### src/rtl/sdram_axi_burst_split.sv
// AXI4 INCR burst splitter in front of the SDRAM slave: +1 cycle per sub-burst address, data beats pass straight through with end-to-end valid/ready.
// Optional macro SDRAM_SPLIT_BOUNDARY_EN additionally ends every INCR sub-burst at an SDRAM row boundary.
module sdram_axi_burst_split #(
    parameter int MAX_BEATS   = 8,
    parameter int SDRAM_COL_W = 9
) (
    input  logic        clk_i,
    input  logic        rst_i,
    input  logic        s_awvalid_i,
    output logic        s_awready_o,
    input  logic [31:0] s_awaddr_i,
    input  logic [3:0]  s_awid_i,
    input  logic [7:0]  s_awlen_i,
    input  logic [1:0]  s_awburst_i,
    input  logic        s_wvalid_i,
    output logic        s_wready_o,
    input  logic [31:0] s_wdata_i,
    input  logic [3:0]  s_wstrb_i,
    input  logic        s_wlast_i,
    output logic        s_bvalid_o,
    input  logic        s_bready_i,
    output logic [1:0]  s_bresp_o,
    output logic [3:0]  s_bid_o,
    input  logic        s_arvalid_i,
    output logic        s_arready_o,
    input  logic [31:0] s_araddr_i,
    input  logic [3:0]  s_arid_i,
    input  logic [7:0]  s_arlen_i,
    input  logic [1:0]  s_arburst_i,
    output logic        s_rvalid_o,
    input  logic        s_rready_i,
    output logic [31:0] s_rdata_o,
    output logic [1:0]  s_rresp_o,
    output logic [3:0]  s_rid_o,
    output logic        s_rlast_o,
    output logic        m_awvalid_o,
    input  logic        m_awready_i,
    output logic [31:0] m_awaddr_o,
    output logic [3:0]  m_awid_o,
    output logic [7:0]  m_awlen_o,
    output logic [1:0]  m_awburst_o,
    output logic        m_wvalid_o,
    input  logic        m_wready_i,
    output logic [31:0] m_wdata_o,
    output logic [3:0]  m_wstrb_o,
    output logic        m_wlast_o,
    input  logic        m_bvalid_i,
    output logic        m_bready_o,
    input  logic [1:0]  m_bresp_i,
    input  logic [3:0]  m_bid_i,
    output logic        m_arvalid_o,
    input  logic        m_arready_i,
    output logic [31:0] m_araddr_o,
    output logic [3:0]  m_arid_o,
    output logic [7:0]  m_arlen_o,
    output logic [1:0]  m_arburst_o,
    input  logic        m_rvalid_i,
    output logic        m_rready_o,
    input  logic [31:0] m_rdata_i,
    input  logic [1:0]  m_rresp_i,
    input  logic [3:0]  m_rid_i,
    input  logic        m_rlast_i
);
    localparam int ROW_W = SDRAM_COL_W + 2;
`ifdef SDRAM_SPLIT_BOUNDARY_EN
    localparam bit BOUND_EN = 1'b1;
`else
    localparam bit BOUND_EN = 1'b0;
`endif

    // Beats left before the end of the current SDRAM row, clamped to 1..256.
    function automatic logic [8:0] f_rowlim(input logic [ROW_W-1:0] off);
        logic [31:0] b;
        b = ((32'd1 << ROW_W) - 32'(off)) >> 2;
        if (b > 32'd256) b = 32'd256;
        if (b == 32'd0)  b = 32'd1;
        return b[8:0];
    endfunction

    function automatic logic [8:0] f_sub(input logic [8:0] rem, input logic [1:0] burst,
                                         input logic [8:0] lim);
        logic [8:0] s;
        s = rem;
        if (burst == 2'b01) begin
            if (s > 9'(MAX_BEATS)) s = 9'(MAX_BEATS);
            if (BOUND_EN && (s > lim)) s = lim;
        end
        return s;
    endfunction

    typedef enum logic [2:0] {W_IDLE, W_ADDR, W_DATA, W_RESP, W_BACK} wstate_t;
    typedef enum logic [1:0] {R_IDLE, R_ADDR, R_DATA} rstate_t;

    wstate_t     r_wstate;
    logic        r_awready, r_awvalid, r_bready, r_bvalid;
    logic [31:0] r_awaddr;
    logic [3:0]  r_awid;
    logic [7:0]  r_awlen;
    logic [1:0]  r_awburst, r_bresp;
    logic [8:0]  r_wrem, r_wsub, r_wbeat;

    rstate_t     r_rstate;
    logic        r_arready, r_arvalid;
    logic [31:0] r_araddr;
    logic [3:0]  r_arid;
    logic [7:0]  r_arlen;
    logic [1:0]  r_arburst;
    logic [8:0]  r_rrem, r_rsub;

    logic        w_in_wdata, w_in_rdata, w_wlast, w_unused;
    logic [8:0]  w_aw_sub, w_wrem_nxt, w_wsub_nxt, w_ar_sub, w_rrem_nxt, w_rsub_nxt;
    logic [31:0] w_waddr_nxt, w_raddr_nxt;

    assign w_aw_sub    = f_sub({1'b0, s_awlen_i} + 9'd1, s_awburst_i, f_rowlim(s_awaddr_i[ROW_W-1:0]));
    assign w_wrem_nxt  = r_wrem - r_wsub;
    assign w_waddr_nxt = r_awaddr + {21'd0, r_wsub, 2'b00};
    assign w_wsub_nxt  = f_sub(w_wrem_nxt, r_awburst, f_rowlim(w_waddr_nxt[ROW_W-1:0]));
    assign w_ar_sub    = f_sub({1'b0, s_arlen_i} + 9'd1, s_arburst_i, f_rowlim(s_araddr_i[ROW_W-1:0]));
    assign w_rrem_nxt  = r_rrem - r_rsub;
    assign w_raddr_nxt = r_araddr + {21'd0, r_rsub, 2'b00};
    assign w_rsub_nxt  = f_sub(w_rrem_nxt, r_arburst, f_rowlim(w_raddr_nxt[ROW_W-1:0]));

    assign w_in_wdata = (r_wstate == W_DATA);
    assign w_wlast    = w_in_wdata && (r_wbeat == r_wsub - 9'd1);
    assign w_in_rdata = (r_rstate == R_DATA);
    // Upstream WLAST and downstream IDs are regenerated locally, so they are not consumed.
    assign w_unused   = ^{s_wlast_i, m_bid_i, m_rid_i};

    always_ff @(posedge clk_i or posedge rst_i) begin
        if (rst_i) begin
            r_wstate  <= W_IDLE;
            r_awready <= 1'b0;
            r_awvalid <= 1'b0;
            r_bready  <= 1'b0;
            r_bvalid  <= 1'b0;
            r_awaddr  <= '0;
            r_awid    <= '0;
            r_awlen   <= '0;
            r_awburst <= '0;
            r_bresp   <= '0;
            r_wrem    <= '0;
            r_wsub    <= '0;
            r_wbeat   <= '0;
        end else begin
            case (r_wstate)
                W_IDLE: begin
                    r_awready <= 1'b1;
                    if (r_awready && s_awvalid_i) begin
                        r_awready <= 1'b0;
                        r_awaddr  <= s_awaddr_i;
                        r_awid    <= s_awid_i;
                        r_awburst <= s_awburst_i;
                        r_wrem    <= {1'b0, s_awlen_i} + 9'd1;
                        r_wsub    <= w_aw_sub;
                        r_awlen   <= 8'(w_aw_sub - 9'd1);
                        r_awvalid <= 1'b1;
                        r_bresp   <= 2'b00;
                        r_wstate  <= W_ADDR;
                    end
                end
                W_ADDR: if (m_awready_i) begin
                    r_awvalid <= 1'b0;
                    r_wbeat   <= '0;
                    r_wstate  <= W_DATA;
                end
                W_DATA: if (s_wvalid_i && m_wready_i) begin
                    r_wbeat <= r_wbeat + 9'd1;
                    if (w_wlast) begin
                        r_bready <= 1'b1;
                        r_wstate <= W_RESP;
                    end
                end
                W_RESP: if (m_bvalid_i) begin
                    r_bready <= 1'b0;
                    // Numeric max keeps SLVERR/DECERR sticky across sub-bursts.
                    if (m_bresp_i > r_bresp) r_bresp <= m_bresp_i;
                    r_awaddr <= w_waddr_nxt;
                    r_wrem   <= w_wrem_nxt;
                    if (w_wrem_nxt != 9'd0) begin
                        r_wsub    <= w_wsub_nxt;
                        r_awlen   <= 8'(w_wsub_nxt - 9'd1);
                        r_awvalid <= 1'b1;
                        r_wstate  <= W_ADDR;
                    end else begin
                        r_bvalid <= 1'b1;
                        r_wstate <= W_BACK;
                    end
                end
                W_BACK: if (s_bready_i) begin
                    r_bvalid <= 1'b0;
                    r_wstate <= W_IDLE;
                end
                default: r_wstate <= W_IDLE;
            endcase
        end
    end

    always_ff @(posedge clk_i or posedge rst_i) begin
        if (rst_i) begin
            r_rstate  <= R_IDLE;
            r_arready <= 1'b0;
            r_arvalid <= 1'b0;
            r_araddr  <= '0;
            r_arid    <= '0;
            r_arlen   <= '0;
            r_arburst <= '0;
            r_rrem    <= '0;
            r_rsub    <= '0;
        end else begin
            case (r_rstate)
                R_IDLE: begin
                    r_arready <= 1'b1;
                    if (r_arready && s_arvalid_i) begin
                        r_arready <= 1'b0;
                        r_araddr  <= s_araddr_i;
                        r_arid    <= s_arid_i;
                        r_arburst <= s_arburst_i;
                        r_rrem    <= {1'b0, s_arlen_i} + 9'd1;
                        r_rsub    <= w_ar_sub;
                        r_arlen   <= 8'(w_ar_sub - 9'd1);
                        r_arvalid <= 1'b1;
                        r_rstate  <= R_ADDR;
                    end
                end
                R_ADDR: if (m_arready_i) begin
                    r_arvalid <= 1'b0;
                    r_rstate  <= R_DATA;
                end
                R_DATA: if (m_rvalid_i && s_rready_i && m_rlast_i) begin
                    r_araddr <= w_raddr_nxt;
                    r_rrem   <= w_rrem_nxt;
                    if (w_rrem_nxt != 9'd0) begin
                        r_rsub    <= w_rsub_nxt;
                        r_arlen   <= 8'(w_rsub_nxt - 9'd1);
                        r_arvalid <= 1'b1;
                        r_rstate  <= R_ADDR;
                    end else begin
                        r_rstate <= R_IDLE;
                    end
                end
                default: r_rstate <= R_IDLE;
            endcase
        end
    end

    assign s_awready_o = r_awready;
    assign m_awvalid_o = r_awvalid;
    assign m_awaddr_o  = r_awaddr;
    assign m_awid_o    = r_awid;
    assign m_awlen_o   = r_awlen;
    assign m_awburst_o = r_awburst;
    assign m_wvalid_o  = w_in_wdata && s_wvalid_i;
    assign s_wready_o  = w_in_wdata && m_wready_i;
    assign m_wdata_o   = s_wdata_i;
    assign m_wstrb_o   = s_wstrb_i;
    assign m_wlast_o   = w_wlast;
    assign m_bready_o  = r_bready;
    assign s_bvalid_o  = r_bvalid;
    assign s_bresp_o   = r_bresp;
    assign s_bid_o     = r_awid;

    assign s_arready_o = r_arready;
    assign m_arvalid_o = r_arvalid;
    assign m_araddr_o  = r_araddr;
    assign m_arid_o    = r_arid;
    assign m_arlen_o   = r_arlen;
    assign m_arburst_o = r_arburst;
    assign s_rvalid_o  = w_in_rdata && m_rvalid_i;
    assign m_rready_o  = w_in_rdata && s_rready_i;
    assign s_rdata_o   = m_rdata_i;
    assign s_rresp_o   = m_rresp_i;
    assign s_rid_o     = r_arid;
    assign s_rlast_o   = w_in_rdata && m_rlast_i && (r_rrem == r_rsub);
endmodule

### config.mk
export PLATFORM = sky130hd
export DESIGN_NAME = sdram_axi_burst_split
export DESIGN_NICKNAME = d
export VERILOG_FILES = /design/src/rtl/sdram_axi_burst_split.sv
export SDC_FILE = /design/constraint.sdc
export NUM_CORES = 1
export LEC_CHECK = 0
export ABC_AREA = 1
export CAP_MARGIN = 30
export CELL_PAD_IN_SITES_DETAIL_PLACEMENT = 0
export CELL_PAD_IN_SITES_GLOBAL_PLACEMENT = 1
export CORE_ASPECT_RATIO = 1.4
export CORE_UTILIZATION = 35
export CTS_CLUSTER_SIZE = 20
export DETAILED_ROUTE_END_ITERATION = 10
export PLACE_DENSITY = 0.9
export SLEW_MARGIN = 10
export SYNTH_ARGS = -nofsm -noshare
export SYNTH_HDL_FRONTEND = slang
export SYNTH_SLANG_ARGS = --single-unit
### constraint.sdc
create_clock -name clk_i -period 13.4 [get_ports clk_i]
set_clock_uncertainty 0.1 [all_clocks]
set_input_delay 2.01 -clock clk_i [delete_from_list [all_inputs] [get_ports clk_i]]
set_output_delay 2.01 -clock clk_i [all_outputs]
set_load 0.02 [all_outputs]
=== Word level (Yosys, flattened, before mapping) ===
Cells that the tools add are included.

* Register bits after elaboration: 150
* Input port bits: 186

* Add/sub/neg operators: 12
* Reduce and logical (&&, ||, !) cells: 37
* Equal/unequal tests: 25
* Multiplexer cells: 76
* Magnitude comparators: 5

{| class="wikitable"
|+ Operators with widths
! operator !! number
|-
| 2-to-1 mux 9 bit || 20
|-
| 2-to-1 mux 32 bit || 4
|-
| one-hot mux 32 bit (2 select lines) || 2
|-
| one-hot mux 9 bit (2 select lines) || 5
|-
| adder 32 x 11 -> 32 bit || 2
|-
| 2-to-1 mux 8 bit || 6
|-
| > comparator 9 x 4 -> 1 bit, second input constant || 4
|-
| one-hot mux 8 bit (2 select lines) || 2
|-
| subtractor 8 x 1 -> 8 bit, second input constant || 4
|-
| 2-to-1 mux 3 bit || 7
|-
| != test 2 bit, second input constant || 10
|-
| AND reduction 4 bit || 5
|-
| adder 8 x 1 -> 9 bit, second input constant || 2
|-
| equality test 9 bit || 2
|-
| nonzero test 9 bit || 2
|-
| subtractor 9 bit || 2
|-
| 2-to-1 mux 1 bit || 17
|-
| one-hot mux 3 bit (5 select lines) || 1
|-
| logical AND 1 bit || 12
|-
| 2-to-1 mux 2 bit || 6
|-
| AND reduction 3 bit || 4
|-
| equality test 2 x 1 -> 1 bit, second input constant || 5
|-
| AND reduction 5 bit || 2
|-
| nonzero test 2 bit || 5
|-
| other kinds (17) || 24
|}

=== Logic depth before layout (Yosys ltp) ===
Gate-level depths: netlist of the first run.

* Depth in word-level cells: 8
* Depth in mapped cells: 23
* Depth with buffers taken out: 23

=== Worst setup path before layout of the first run ===
OpenSTA, ideal clock, no wires.

* Kind: input to output
* From: input m_rlast_i
* To: output s_rlast_o
* Cell stages on the path: 2
* Path slack: 8702 ps
* Data required time: 11290 ps
* Arrival time: 2588 ps
* Path through: nand3_1 nor3_1

* Cells in the longest elaborated chain, start to end: 2

{| class="wikitable"
|+ RTL lines
! element !! line !! text
|-
| from (decl) || 62 || <nowiki>input logic m_rlast_i</nowiki>
|-
| logical AND 1 bit (2 in series) || 273 || <nowiki>assign s_rlast_o = w_in_rdata && m_rlast_i && (r_rrem == r_rsub);</nowiki>
|-
| to (decl) || 35 || <nowiki>output logic s_rlast_o,</nowiki>
|}

Every way passes these cells.

=== Final worst setup path of the first run ===
Ends and elaborated chain as after synthesis.

==> results.txt, run 1 <==
total number of placement rows - 77
required time of the critical path - 11.29 ns
crit path from - m_rlast_i
CP arrival - 3.63 ns
Min-Delay Startpoint - m_awaddr_o[0]$_DFFE_PP0P_
buffer count from post-CTS setup fixing - 0
Via Count - 10786
shortest period the worst path allows - 5.74 ns
source of the worst register-to-register timing path - r_rstate[1]$_DFFE_PP0P_
Yosys top cell by area - dfrtp_1
most common flop cell mapped by yosys - dfrtp_1
portion of the post-synthesis area used by sequential elements - 33.3%
Cell Pwr Density - 272 nW/um^2
multi-input logic area - 6030 sq um
clk sink count - 150
Worst setup SP type - primary input
placed cell area - 13300 sq um
Final setup viols - 0
Root Buffer Master - clkbuf_16
wire length of the first global-routing pass - 53600 um
DRC violations left - 0
Final Hold Slack - 0.370 ns
largest family of logic cells by synthesized area - simple AND/OR/NAND/NOR gates
Post-DP HPWL - 24600 um
Slew @ Worst Pin - 0.876 ns
via/cell ratio - 5.01
insertion delay to the later sink of the worst-skew pair - 0.45 ns
GRT overflow - 0
maxcap violations - 0
static power due to leakage - 6.53 nW
number of top-level design ports - 370
peak fanout along the critical path - 2
final cell area excluding filler cells - 13900 sq um
count leader, synth - nand2_1
Compound-Gate Fraction of Synth Area - 13.1%
number of flip-flops and latches in the synthesized netlist - 150
Core ar. - 31600 sq um
Max clock buf depth - 2
cell types with the highest counts after synthesis - nand2_1, inv_1, dfrtp_1, nor2_1, o21ai_0
largest voltage drop on the vdd net - 0.212 mV
number of global-route vias before repair - 10805
core utilization of the finished layout - 44.1%
number of synthesized flops with an enable pin - 0
post-synthesis instance total - 1615
Antenna Nets Post-Route - 0
number of clock buffers inserted by TritonCTS - 17
biggest area contributors in the synthesized netlist - dfrtp_1, nand2_1, inv_1
area fraction of the dominant cell type after synthesis - 33.3%
library cells used by synthesis - 57
CTS clk-pin slew, worst paths - 0.06 ns
fraction of layout cells with a size suffix above 1 - 6.42%
final WL - 32800 um
horizontal die dimension - 154 um
GP Congestion - 0.892
xor/xnor share of the synthesized area - 4.36%
count of routing violations after the opening detailed-route iteration - 546
buffers added on ports - 220
post-synthesis adder-cell area fraction - 5.60%
Post-Syn Area per Cell - 6.97 sq um
Initial Utilization - 35.6%
number of H-tree branching levels - 4
setup repair after global routing missed its margin - false
detailed-route wire length per cell - 15.2 um
area occupied by registers - 3750 sq um
total iterations of the first detailed-routing run - 5
net count of the mapped netlist - 1849
highest attainable clock frequency - 174 MHz
Pins Over Slew Limit - 0
layout net count - 1980
floorplan die area - 32900 sq um
critical path start-end classification - in2out
final sum of negative setup slack - 0 ns
Hold WC Path Type - reg2reg
count of hold-fix buffers inserted at cts - 0
Hold Vio Cnt, Final - 0
Synth Warn # - 0
Max-slew headroom - 41.6%
Filler Cells Inserted - 3230
die outline height - 214 um
Layout area overhead - 23.7%
overall global routing resource usage - 20.5%
multiplexer area fraction after synthesis - 0%
asr flop ratio synth - 100%
crit share post-route - 42.8%
count of cells resized by post-cts repair - 0
simple-gate share of the synthesized area - 30.3%
outcome - completed
maximum number of pins on one net before global-route repair - 86
initial antenna violation count - 3
CTS tree - built
Netlist Area Pre-Place - 11300 sq um
capturing element type of the critical path - output pin
## worst max-delay path, stage by stage
cell and delay (ns):
clkdlybuf4s50_1 0.52, nand3_1 0.09, nor3_1 0.33, clkdlybuf4s50_1 0.67
## area by class of cell
| class | count | share of cell area (%) |
|---|---|---|
| flip-flops and latches | 150 | 26.9 |
| clock inverters | 14 | 1.44 |
| well taps | 395 | 3.55 |
| diodes | 1 | 0.0180 |
| multi-input cells | 1150 | 43.3 |
| clock buffers | 18 | 3.08 |
| inverters | 198 | 5.38 |
| repair buffers | 229 | 16.3 |
## worst paths after layout
check                                             end  depth (start not counted)  slack (ns)
min reg2reg                 m_awaddr_o[0]$_DFFE_PP0P_                          2        0.37
max in group asynchronous  m_araddr_o[15]$_DFFE_PP0P_                          3        9.82
max                                         s_rlast_o                          4        7.66
min                         m_awaddr_o[0]$_DFFE_PP0P_                          2        0.37
min in group asynchronous     m_arid_o[0]$_DFFE_PP0P_                          2        1.98
max reg2reg                   r_rstate[0]$_DFFE_PP0P_                          9        9.06
## sequential cells by signal, indices dropped and copies added, names as in the netlist, 4 cells and up
register    flops
r_rrem          9
m_araddr_o     32
m_arlen_o       8
m_awaddr_o     32
r_wbeat         9
m_awid_o        4
m_arid_o        4
m_awlen_o       8
r_rsub          9
r_wsub          9
r_wrem          9
## per-stage QoR
step                setup slack (ns)  power, mW  std cells
floorplan                       7.25       2.51       1615
detailed placement              7.73       3.26       2122
finish                          7.66       3.79       2155
global placement                7.71       3.21       2122
global route                    7.67       4.13       2155
CTS                             7.71       3.82       2154
## cell families (layout without fill, tap and decap cells)
| logic type | count (synthesis) | count (layout) |
|---|---|---|
| compound gates | 251 | 251 |
| flops | 150 | 150 |
| simple gates | 795 | 795 |
| buf+inv | 315 | 459 |
| other cells | 0 | 1 |
| xor+xnor | 56 | 56 |
| fa+ha+maj | 48 | 48 |
## power breakdown
group	total [mW]	switching [mW]	internal, mW
registers	0.901	0.227	0.673
logic	2.36	1.46	0.894
clock network	0.529	0.216	0.313
total	3.79	1.91	1.88
## layout by cell type, fill, tap and decap left out, drive strengths merged, types with 6 or more instances in the layout
master,count
o211ai,15
dfrtp,150
buf,9
nor4,9
xor2,45
nand3,89
clkinv,7
o21a,7
o21ai,136
a21oi,44
a31oi,16
ha,44
o31ai,6
clkdlybuf4s50,220
nand2,459
nand4,22
or2,16
o22ai,10
xnor2,11
clkbuf,18
nor2,162
nor3,34
inv,198
## routing by layer
| metal | wire length (um) | track usage [%] |
|---|---|---|
| met1 | 13200 | 21.9 |
| met2 | 16500 | 37.1 |
| met3 | 1670 | 3.84 |
| met4 | 1440 | 12.3 |
| met5 | 30 | 0 |
(Power assumes the default switching activity.)
==> run 2, diff against run 1 <==
CORE_UTILIZATION = 33   (was 35)
PLACE_DENSITY = 0.85   (was 0.9)
clock period = 6 ns   (was 13.4 ns; I/O delays follow)
==> run 2 against run 1 <==
  * Final area is 0.35% higher
  * Clock power is 110% higher
  * Global-route usage is 0.85 points lower
  * Critical endpoint unchanged
  * Cell count is 2.4% higher
  * First-iteration DRC count is 7.3% higher
  * Largest power group unchanged
  * Power is 120% higher
==> results.txt, run 2 (synthesized netlist as in run 1, its figures left out) <==
peak fanout along the critical path - 38
initial antenna violation count - 4
GP Congestion - 0.932
insertion delay to the later sink of the worst-skew pair - 0.46 ns
placed cell area - 13400 sq um
Max clock buf depth - 2
pre-CTS worst setup slack - 2.12 ns
count of hold-fix buffers inserted at cts - 0
CP arrival - 3.36 ns
Max-slew headroom - 38.0%
final critical-path setup slack - 1.64 ns
Via Count - 10744
layout net count - 1981
total iterations of the first detailed-routing run - 7
largest voltage drop on the vdd net - 0.596 mV
required time of the critical path - 5.00 ns
final WL - 33500 um
setup repair after global routing missed its margin - false
Antenna Nets Post-Route - 0
total number of placement rows - 79
count of cells resized by post-cts repair - 0
highest attainable clock frequency - 230 MHz
DRC violations left - 0
critical path start-end classification - reg2out
crit path from - r_rstate[1]$_DFFE_PP0P_
CTS clk-pin slew, worst paths - 0.07 ns
Layout area overhead - 24.2%
buffer count from post-CTS setup fixing - 0
Worst setup SP type - register
Final setup viols - 0
Slew @ Worst Pin - 0.929 ns
die outline height - 221 um
Cell Pwr Density - 601 nW/um^2
end point of the worst hold path - m_awaddr_o[1]$_DFFE_PP0P_
Initial Utilization - 33.7%
commonest non-fill, non-tap cell in the layout - nand2_1
final cell area excluding filler cells - 14000 sq um
depth of the worst hold-timing path - 2
multi-input logic area - 6030 sq um
number of global-route vias before repair - 10320
number of top-level design ports - 370
crit share post-route - 72.6%
Core ar. - 33400 sq um
fraction of layout cells with a size suffix above 1 - 6.42%
detailed-route wire length per cell - 15.2 um
register-to-register path setup slack - 2.44 ns
Hold WC Path Type - reg2reg
maximum number of pins on one net before global-route repair - 66
final sum of negative setup slack - 0 ns
filler-free cell count of the finished design - 2206
Hold Vio Cnt, Final - 0
buffers added on ports - 220
Min-Delay Startpoint - m_awaddr_o[1]$_DFFE_PP0P_
shortest period the worst path allows - 4.36 ns
number of clock buffers inserted by TritonCTS - 17
capturing element type of the critical path - output pin
wire length of the first global-routing pass - 52900 um
clk sink count - 150
GRT overflow - 0
area occupied by registers - 3750 sq um
Pins Over Slew Limit - 0
maxcap violations - 0
number of instances in the placed design - 2172
top library cells by usage in the layout, fill and taps aside - nand2_1, clkdlybuf4s50_1, inv_1, dfrtp_1, nor2_1
Post-DP HPWL - 25200 um
horizontal die dimension - 158 um
Root Buffer Master - clkbuf_16
CTS tree - built
overall global routing resource usage - 19.6%
capturing point of the worst reg2reg path - m_araddr_o[25]$_DFFE_PP0P_
static power due to leakage - 6.51 nW
number of H-tree branching levels - 4
count of routing violations after the opening detailed-route iteration - 586
via/cell ratio - 4.87
number of cells on the worst reg-to-reg path - 11
floorplan die area - 34900 sq um
Filler Cells Inserted - 3547
source of the worst register-to-register timing path - r_rstate[1]$_DFFE_PP0P_
Final Hold Slack - 0.377 ns
outcome - completed
run 2: changes by cell type in the layout (fill, tap and decap cells not counted):
cell	delta
clkbuf_1	+1
inv_6	+3
clkbuf_8	+1
clkinv_2	-1
buf_16	+1
clkinv_4	-4
clkinvlp_4	+2
bufinv_16	-2
run 2: area by class of cell:
| cell class | instances | area share, % |
|---|---|---|
| multi-input combinational | 1150 | 43.1 |
| sequential | 150 | 26.9 |
| timing repair buffer | 230 | 16.4 |
| inverter | 198 | 5.36 |
| tap | 445 | 3.98 |
| clock buffer | 20 | 3.20 |
| clock inverter | 12 | 1.01 |
| antenna | 1 | 0.0179 |
run 2: how the worst max path moves through the flow:
stage                                      to  slack [ns]  cells past startpoint
floorplan           m_araddr_o[0]$_DFFE_PP0P_        0.96                      1
global placement                    s_rlast_o        2.08                      6
detailed placement   m_arlen_o[6]$_DFFE_PP0P_        2.12                     19
CTS                                 s_rlast_o        1.61                      6
global route                        s_rlast_o        1.41                      6
finish                              s_rlast_o        1.64                      6
run 2: through the flow:
stage	utilization (%)	total power [mW]
CTS	41.8	8.48
floorplan	-	5.62
detailed placement	40.0	7.31
global route	41.8	9.20
global placement	40.0	7.22
finish	41.8	8.40
run 2: critical path, stage by stage, from the launching register on:
cell,delay [ns]
dfrtp_1,0.95
inv_1,0.20
nor2_2,0.27
buf_4,0.43
nand3_1,0.13
nor3_1,0.26
clkdlybuf4s50_1,0.65
run 2: report_power, final:
group	internal [mW]	switching, mW	total, mW
Clock	0.629	0.478	1.11
Sequential	1.50	0.519	2.02
Combinational	2.00	3.27	5.27
run 2: routing by layer:
layer  track usage, %  up-vias  part of all wire (%)
met5                0        -                  0.16
li1                 -     5417                     -
met4             10.1        8                   3.4
met3             3.51       78                   4.8
met2             35.0      292                    51
met1             22.1     4949                    41
